**src/rtl/ram_seq_ctrl.sv**
```systemverilog
// Sequencer for an external 32x4 RAM: host single reads/writes, full fill, full scan.
// Define RAM_SEQ_CTRL_SCAN_EN to enable the scan (read-out of all 32 locations).
module ram_seq_ctrl #(
  parameter int         READ_LAT   = 1,
  parameter logic [3:0] FILL_VALUE = 4'h0
) (
  input  logic       clock,
  input  logic       reset,
  input  logic       req_valid,
  input  logic       req_we,
  input  logic [4:0] req_addr,
  input  logic [3:0] req_data,
  output logic       req_ready,
  input  logic       clear_start,
  input  logic       scan_start,
  output logic       busy,
  output logic       done,
  output logic       rsp_valid,
  output logic [4:0] rsp_addr,
  output logic [3:0] rsp_data,
  output logic [4:0] ram_addr,
  output logic [3:0] ram_data,
  output logic       ram_wren,
  input  logic [3:0] ram_q
);

  localparam logic [2:0] IDLE      = 3'd0;
  localparam logic [2:0] RD_WAIT   = 3'd1;
  localparam logic [2:0] FILL      = 3'd2;
  localparam logic [2:0] SCAN_RD   = 3'd3;
  localparam logic [2:0] SCAN_WAIT = 3'd4;

  localparam logic [1:0] LAT = 2'(READ_LAT);

  logic [2:0] state_q, state_d;
  logic [4:0] cnt_q, cnt_d;
  logic [1:0] wcnt_q, wcnt_d;
  logic [4:0] ram_addr_q, ram_addr_d;
  logic [3:0] ram_data_q, ram_data_d;
  logic       ram_wren_q, ram_wren_d;
  logic       rsp_valid_q, rsp_valid_d;
  logic [4:0] rsp_addr_q, rsp_addr_d;
  logic [3:0] rsp_data_q, rsp_data_d;
  logic       done_q, done_d;

`ifndef RAM_SEQ_CTRL_SCAN_EN
  logic unused_scan_start;
  assign unused_scan_start = scan_start;
`endif

  always_comb begin
    state_d     = state_q;
    cnt_d       = cnt_q;
    wcnt_d      = wcnt_q;
    ram_addr_d  = ram_addr_q;
    ram_data_d  = ram_data_q;
    ram_wren_d  = 1'b0;
    rsp_valid_d = 1'b0;
    rsp_addr_d  = rsp_addr_q;
    rsp_data_d  = rsp_data_q;
    done_d      = 1'b0;
    case (state_q)
      IDLE: begin
        if (clear_start) begin
          state_d    = FILL;
          cnt_d      = 5'd0;
          ram_addr_d = 5'd0;
          ram_data_d = FILL_VALUE;
          ram_wren_d = 1'b1;
`ifdef RAM_SEQ_CTRL_SCAN_EN
        end else if (scan_start) begin
          state_d = SCAN_RD;
          cnt_d   = 5'd0;
`endif
        end else if (req_valid) begin
          ram_addr_d = req_addr;
          if (req_we) begin
            ram_data_d = req_data;
            ram_wren_d = 1'b1;
          end else begin
            state_d = RD_WAIT;
            wcnt_d  = 2'd0;
          end
        end
      end
      // ram_addr_q still holds the host address here
      RD_WAIT: begin
        if (wcnt_q == LAT) begin
          rsp_valid_d = 1'b1;
          rsp_addr_d  = ram_addr_q;
          rsp_data_d  = ram_q;
          state_d     = IDLE;
        end else begin
          wcnt_d = wcnt_q + 2'd1;
        end
      end
      FILL: begin
        if (cnt_q == 5'd31) begin
          done_d  = 1'b1;
          state_d = IDLE;
        end else begin
          cnt_d      = cnt_q + 5'd1;
          ram_addr_d = cnt_q + 5'd1;
          ram_data_d = FILL_VALUE;
          ram_wren_d = 1'b1;
        end
      end
`ifdef RAM_SEQ_CTRL_SCAN_EN
      SCAN_RD: begin
        ram_addr_d = cnt_q;
        wcnt_d     = 2'd0;
        state_d    = SCAN_WAIT;
      end
      SCAN_WAIT: begin
        if (wcnt_q == LAT) begin
          rsp_valid_d = 1'b1;
          rsp_addr_d  = cnt_q;
          rsp_data_d  = ram_q;
          if (cnt_q == 5'd31) begin
            done_d  = 1'b1;
            state_d = IDLE;
          end else begin
            cnt_d   = cnt_q + 5'd1;
            state_d = SCAN_RD;
          end
        end else begin
          wcnt_d = wcnt_q + 2'd1;
        end
      end
`endif
      default: state_d = IDLE;
    endcase
  end

  always_ff @(posedge clock) begin
    if (reset) begin
      state_q     <= IDLE;
      cnt_q       <= 5'd0;
      wcnt_q      <= 2'd0;
      ram_addr_q  <= 5'd0;
      ram_data_q  <= 4'd0;
      ram_wren_q  <= 1'b0;
      rsp_valid_q <= 1'b0;
      rsp_addr_q  <= 5'd0;
      rsp_data_q  <= 4'd0;
      done_q      <= 1'b0;
    end else begin
      state_q     <= state_d;
      cnt_q       <= cnt_d;
      wcnt_q      <= wcnt_d;
      ram_addr_q  <= ram_addr_d;
      ram_data_q  <= ram_data_d;
      ram_wren_q  <= ram_wren_d;
      rsp_valid_q <= rsp_valid_d;
      rsp_addr_q  <= rsp_addr_d;
      rsp_data_q  <= rsp_data_d;
      done_q      <= done_d;
    end
  end

  assign req_ready = (state_q == IDLE);
  assign busy      = (state_q == FILL) || (state_q == SCAN_RD) ||
                     (state_q == SCAN_WAIT);
  assign done      = done_q;
  assign rsp_valid = rsp_valid_q;
  assign rsp_addr  = rsp_addr_q;
  assign rsp_data  = rsp_data_q;
  assign ram_addr  = ram_addr_q;
  assign ram_data  = ram_data_q;
  assign ram_wren  = ram_wren_q;

endmodule

```
**config.mk**
```make
export PLATFORM = sky130hd
export DESIGN_NAME = ram_seq_ctrl
export DESIGN_NICKNAME = d
export VERILOG_FILES = /design/src/rtl/ram_seq_ctrl.sv
export SDC_FILE = /design/constraint.sdc
export NUM_CORES = 1
export LEC_CHECK = 0
export BUFFER_PORTS_ARGS = -buffer_cell sky130_fd_sc_hd__clkbuf_2
export CAP_MARGIN = 5
export CORE_AREA = 2 2 59 61
export CTS_CLUSTER_DIAMETER = 30
export DETAILED_ROUTE_END_ITERATION = 10
export DIE_AREA = 0 0 61 63
export GPL_TIMING_DRIVEN = 0
export PLACE_DENSITY = 0.7
export SLEW_MARGIN = 20
export SYNTH_ARGS = -nofsm -noshare
export SYNTH_HDL_FRONTEND = slang
export SYNTH_SLANG_ARGS = --single-unit
export TNS_END_PERCENT = 50
```
**constraint.sdc**
```tcl
create_clock -name clock -period 1.75 [get_ports clock]
set_input_delay 0.0875 -clock clock [delete_from_list [all_inputs] [get_ports clock]]
set_output_delay 0.0875 -clock clock [all_outputs]
set_load 0.02 [all_outputs]
```
==> flow_summary.json, run 1 <==
{
  "htreeDepth": 2,
  "slew-limit-headroom_pct": 60.8,
  "post-place-ws_ps": -154,
  "max_freq_ghz": 0.588,
  "dpl.cell_count": 226,
  "p_comb_share_pct": 20.2,
  "place_area_um2": 1650,
  "cts_buffer_depth": 2,
  "syn_nets": 163,
  "r2r_end": "ram_addr[4]",
  "required_ps": 1950,
  "ant_nets": 0,
  "fin_worst_skew_ps": 10.5,
  "r2r_slack_ps": 50,
  "worstPathCellList": "ha_4 -> and3_4 -> ha_4 -> a21oi_4 -> o31ai_4 -> a221oi_2 -> nor3_2",
  "die-area_um2": 3840,
  "stdcell_count": 240,
  "holdCritPathClass": "in -> reg",
  "tightestPinTransition_ps": 587,
  "cts-root-buf": "clkbuf_4",
  "setup_viol": 0,
  "critPathArrivalTime_ps": 1900,
  "synth_area_leaders": "dfxtp_1 (43%), nor2_1 (7.2%), mux2i_1 (7.2%)",
  "synth-seq-area-share_pct": 42.9,
  "path_delay_family": "compound AO/OA/AOI/OAI gates",
  "nets": 216,
  "clock_latency_ps": 320,
  "yosysWarnings": 0,
  "layout-drive-gt1-share_pct": 39.2,
  "num_vias": 1168,
  "hold_start": "ram_q[0]",
  "synth_top_area_share_pct": 42.9,
  "crit_top_cell": "ha_4",
  "end_kind": "flip-flop",
  "synth.most_common_cell": "dfxtp_1",
  "yosys.area.top_type": "dfxtp_1",
  "p_seq_share_pct": 53.4,
  "path_buf_inv": 0,
  "core_area_um2": 3230,
  "slowest_stage": "dfxtp_4",
  "finalSetupTns_ps": 0,
  "sw_frac_of_total_pct": 28.9,
  "finalMaxSlewViolations": 0,
  "overflow": 0,
  "drt_iter0_drc": 24,
  "status": "finished clean",
  "synth-seq-cells": 30,
  "io_buffers": 39,
  "cp_max_fo": 5,
  "grt_pass1_wl_mm": 4.84,
  "rr_worst_depth": 7,
  "drv_cap": 0,
  "cts_tree": "built",
  "initial_core_util_pct": 43.3,
  "min_period_over_period_pct": 97.2,
  "routedWlPerCell_um": 12.8,
  "switching_power_mw": 0.395,
  "io_pins": 42,
  "synth.avg_cell_area_um2": 9.92,
  "cts_sinks": 30,
  "min_to": "rsp_data[0]",
  "clk_pin_slew_ps": 90,
  "dp_hpwl_mm": 2.24,
  "grt_start_max_net_pins": 11,
  "timing.final.ws_setup_ps": 48.9,
  "antenna_cells": 0,
  "drc_errors": 0,
  "gr-usage-all-layers_pct": 17.0,
  "leakagePower_nw": 0.863,
  "synth-edff-count": 0,
  "rows": 21,
  "antenna_found_initial": 0,
  "intPower_mw": 0.971,
  "path_class": "reg -> reg",
  "whs_path_depth": 3,
  "critPathMaxStageDelay_ps": 370,
  "startpoint_type": "flip-flop",
  "ir_drop_mv": 0.359,
  "powerDensity_nw_per_um2": 756,
  "whs_ps": 10.2,
  "rr_startpoint": "cnt_q[0]",
  "netlist_area_um2": 1400,
  "synth_async_sr_flop_share_pct": 0,
  "routed_wl_mm": 3.07,
  "fin_total_pwr_mw": 1.37,
  "grt_pass1_vias": 1070,
  "first_pass_iters": 4,
  "numCtsBuffers": 5,
  "vias_per_cell": 4.87,
  "synth_common_cells": "dfxtp_1 (30), nor2_1 (27), a21oi_1 (10), mux2i_1 (10)",
  "synth_top_flop_cell": "dfxtp_1",
  "hold_viol": 0,
  "clkPwrFrac_pct": 26.4,
  "finish.utilization_pct": 55.9,
  "fin_crit_ps": 1700,
  "yosysUniqueCellTypes": 39,
  "synth_cells": 141,
  "final_area_um2": 1810,
  "die_y_um": 63,
  "gp_congestion": 0.790,
  "rsz0062_at_grt": "no",
  "synthToLayoutAreaGrowth_pct": 29.2,
  "die_w_um": 61
}
## worst max-delay path by stage
stage / slack (ps) / depth (start not counted) / end / startpoint
final: 50 / 7 / ram_addr[4] / cnt_q[0]
after global routing: 1 / 7 / ram_addr[4] / cnt_q[0]
after CTS: 20 / 7 / ram_addr[4] / cnt_q[0]
after detailed placement: -150 / 7 / ram_addr[4] / cnt_q[0]
after global placement: -100 / 7 / ram_addr[4] / cnt_q[0]
after floorplan: 20 / 7 / ram_addr[1] / cnt_q[0]
## routing by layer
layer	track usage (%)	vias to the layer above	routed length, um
met3	5.18	9	158
met2	27.0	36	1470
met1	20.4	522	1350
met5	0	-	0
li1	-	601	-
met4	7.61	0	88
## power groups by stage
| stage | logic (mW) | registers [mW] | clock network [mW] |
|---|---|---|---|
| after floorplan | 0.162 | 0.764 | 0 |
| after global placement | 0.250 | 0.743 | 0 |
| after detailed placement | 0.256 | 0.745 | 0 |
| after CTS | 0.266 | 0.730 | 0.377 |
| after global routing | 0.299 | 0.733 | 0.419 |
| final | 0.275 | 0.730 | 0.361 |
## logic make-up after synthesis
kind of cell	synth area share [%]
and+or+nand+nor	25.9
xor gates and xnor gates	1.25
AOI/OAI and AO/OA	14.3
buffers and inverters	5.81
adders and majority gates	2.68
DFF	42.9
muxes	7.16
## cell usage in the layout (no fill, tap or decap), types with 2 or more instances in the layout
cell type,instances
clkbuf_4,5
a21oi_1,10
nand3_1,6
inv_1,2
buf_6,3
clkbuf_1,2
ha_4,2
nor4bb_1,2
dlygate4sd3_1,5
nor2_1,27
mux2i_1,10
dfxtp_1,28
nor3b_1,2
nor3_1,3
nor3_2,6
nand2_1,5
a211oi_1,2
clkbuf_2,39
nand2b_1,3
a221oi_2,3
clkinv_2,2
buf_4,2
## final cells by class
| cell class | count | area (um2) |
|---|---|---|
| clock buffer | 5 | 37.5 |
| fill | 306 | 1430 |
| tap | 46 | 57.6 |
| timing repair buffer | 46 | 260 |
| multi-input combinational | 100 | 754 |
| buffer | 9 | 73.8 |
| inverter | 2 | 7.51 |
| clock inverter | 2 | 10.0 |
| sequential | 30 | 606 |
## registers in the layout, summed over array words and instances (netlist names)
register and cells:
cnt_q 5, done 1, ram_addr 5, ram_data 4, ram_wren 1, rsp_addr 5
rsp_data 4, rsp_valid 1, state_q 2, wcnt_q 2
## worst register-to-register path, cell delays in order, from the launching register on
cell and delay (ps):
dfxtp_4 370, ha_4 170, and3_4 190, ha_4 170, a21oi_4 220, o31ai_4 150
a221oi_2 250, nor3_2 70
## what timing repair did
action	CTS	global route
pin swaps	1	2
hold buffers	4	1
setup buffers	0	2
setup endpoints to repair	15	10
endpoints found under the hold margin	4	1
resized for setup	4	5
No activity file was read; power rests on OpenSTA's default activity.
==> run 2: changes to the inputs <==
- ABC_AREA: not set -> 1
==> run 2 against run 1 <==
Compared with the run above: sequential cell count is the same; via count is 15% higher; largest cell class unchanged; cell count up 23%; non-clock buffer count is 6 lower; critical path depth grew 3; worst hold slack got worse by 4.5 ps; power rose by 19%; final area decreased by 2.4%; first-iteration DRC count grew to 2.7 times the previous value; critical endpoint is now cnt_q[0].
==> flow_summary.json, run 2 <==
{
  "status": "finished clean",
  "finalSetupTns_ps": 0,
  "yosysWarnings": 0,
  "io_buffers": 39,
  "dpl.cell_count": 283,
  "grt_pass1_wl_mm": 5.22,
  "slowest_stage": "dfxtp_2",
  "powerDensity_nw_per_um2": 923,
  "synth_top_area_share_pct": 43.2,
  "required_ps": 1970,
  "cts_buffer_depth": 2,
  "netlist_area_um2": 1390,
  "grt_pass1_vias": 1183,
  "timing.final.ws_setup_ps": 154,
  "ir_drop_mv": 0.593,
  "hold_viol": 0,
  "synth.most_common_cell": "nand2_1",
  "die_w_um": 61,
  "mostFrequentLayoutCells": "nand2_1 (44), clkbuf_2 (39), nor2_1 (30), dfxtp_1 (28), nand3_1 (22)",
  "tightestPinTransition_ps": 469,
  "antenna_cells": 0,
  "synth_async_sr_flop_share_pct": 0,
  "io_pins": 42,
  "critPathMaxStageDelay_ps": 360,
  "overflow": 0,
  "crit_top_cell": "nor2_1",
  "end_kind": "flip-flop",
  "synth_top_flop_cell": "dfxtp_1",
  "synthToLayoutAreaGrowth_pct": 26.7,
  "clock_latency_ps": 330,
  "cts_tree": "built",
  "num_vias": 1338,
  "synth_common_cells": "nand2_1 (44), dfxtp_1 (30), nor2_1 (30), nand3_1 (22), inv_1 (20)",
  "yosys.area.top_type": "dfxtp_1",
  "rows": 21,
  "slew-limit-headroom_pct": 68.7,
  "finalMaxSlewViolations": 0,
  "max_freq_ghz": 0.626,
  "fin_crit_ps": 1600,
  "rsz0062_at_grt": "no",
  "layout_commonest_cell": "nand2_1",
  "startpoint_type": "flip-flop",
  "initial_core_util_pct": 43.1,
  "synth_area_leaders": "dfxtp_1 (43%), nand2_1 (12%), nor2_1 (8.1%)",
  "die_y_um": 63,
  "htreeDepth": 2,
  "antenna_found_initial": 0,
  "min_period_over_period_pct": 91.2,
  "cp_max_fo": 8,
  "syn_nets": 220,
  "path_class": "reg -> reg",
  "dp_hpwl_mm": 2.23,
  "setup_viol": 0,
  "clk_pin_slew_ps": 100,
  "cts-root-buf": "clkbuf_4",
  "post-place-ws_ps": 143,
  "path_delay_family": "simple AND/OR/NAND/NOR gates",
  "leakagePower_nw": 0.839,
  "layout-drive-gt1-share_pct": 24.2,
  "cts_sinks": 30,
  "synth-seq-area-share_pct": 43.2,
  "synth-seq-cells": 30,
  "fill_cells": 342,
  "core_area_um2": 3230,
  "vias_per_cell": 4.55,
  "drv_cap": 0,
  "nets": 269,
  "routedWlPerCell_um": 10.5,
  "gr-usage-all-layers_pct": 17.5,
  "grt_start_max_net_pins": 11,
  "first_pass_iters": 4,
  "critPathArrivalTime_ps": 1820,
  "gp_congestion": 0.822,
  "yosysUniqueCellTypes": 21,
  "fin_worst_skew_ps": 9.43,
  "routed_wl_mm": 3.08,
  "numCtsBuffers": 5,
  "path_buf_inv": 2,
  "drt_iter0_drc": 64,
  "stdcell_count": 294,
  "whs_ps": 5.74,
  "synth_cells": 198,
  "ant_nets": 0,
  "holdCritPathClass": "in -> reg",
  "die-area_um2": 3840,
  "worstPathCellList": "ha_1 -> nand2_1 -> nor2_1 -> ha_1 -> inv_1 -> nand2_4 -> nand2_4 -> inv_1 -> nor2_1 -> nor2_1",
  "drc_errors": 0,
  "synth.avg_cell_area_um2": 7.03,
  "synth-edff-count": 0
}
## run 2: cell types whose count changed after synthesis, moves of 5 or more
cell / previous run / this run
inv_1: 2 / 20
mux2i_1: 10 / 0
a21oi_1: 10 / 15
nand2_1: 5 / 44
nor3_2: 6 / 0
nand3_1: 6 / 22
## run 2: what timing repair did
action                     CTS  global route
buffers inserted             0             0
hold buffers                 3             0
resized for setup            0             5
hold endpoints to repair     3             0
setup endpoints to repair    0            10
## run 2: worst paths after layout
kind	slack, ps	end	cells after the start	from
min reg2reg	470	rsp_data[3]	2	rsp_data[3]
min	6	rsp_data[3]	3	ram_q[3]
max	150	cnt_q[0]	10	cnt_q[0]
max reg2reg	150	cnt_q[0]	10	cnt_q[0]
## run 2: through the flow
step / total power [mW] / util, % / instance area (um2)
6_report: 1.63 / 54.5 / 1760
4_1_cts: 1.64 / 54.2 / 1750
2_1_floorplan: 0.992 / - / 1390
3_3_place_gp: 1.08 / 50.9 / 1640
5_1_grt: 1.73 / 54.5 / 1760
3_5_place_dp: 1.08 / 50.9 / 1640
## run 2: tightest hold or removal path: stages
cell and delay, ps:
clkbuf_2 80, nand3_1 70, a21oi_1 60
## run 2: area by class of cell
type                       count  area (um2)  share of cell area (%)
buffer                         7        30.0                    1.70
clock buffer                   5        37.5                    2.13
clock inverter                 3        40.0                    2.27
inverter                      22        82.6                    4.68
multi-input combinational    139         687                    39.0
sequential                    30         603                    34.2
tap                           46        57.6                    3.26
timing repair buffer          42         225                    12.8
## run 2: cells by family (layout without fill, tap and decap cells)
group,count (synthesis),count (layout),synth area share [%]
flops,30,30,43.2
simple gates,112,112,36.7
compound gates,24,24,9.35
buf+inv,29,79,8.09
fa+ha+maj,3,3,2.70
## run 2: report_power, final
| part | leakage [nW] | switching [mW] | total, mW | internal [mW] |
|---|---|---|---|---|
| sequential | 0.246 | 0.0361 | 0.764 | 0.728 |
| combinational | 0.548 | 0.197 | 0.315 | 0.117 |
| clock | 0.0450 | 0.254 | 0.550 | 0.296 |
| total | 0.839 | 0.487 | 1.63 | 1.14 |
## run 2: per-layer routing
metal  vias up  GRT usage [%]  routed length, um
met5         -              0                  0
met4         0           4.08                 13
met1       569           24.1               1540
met2        33           26.2               1390
met3         2           5.80                137
li1        734              -                  -
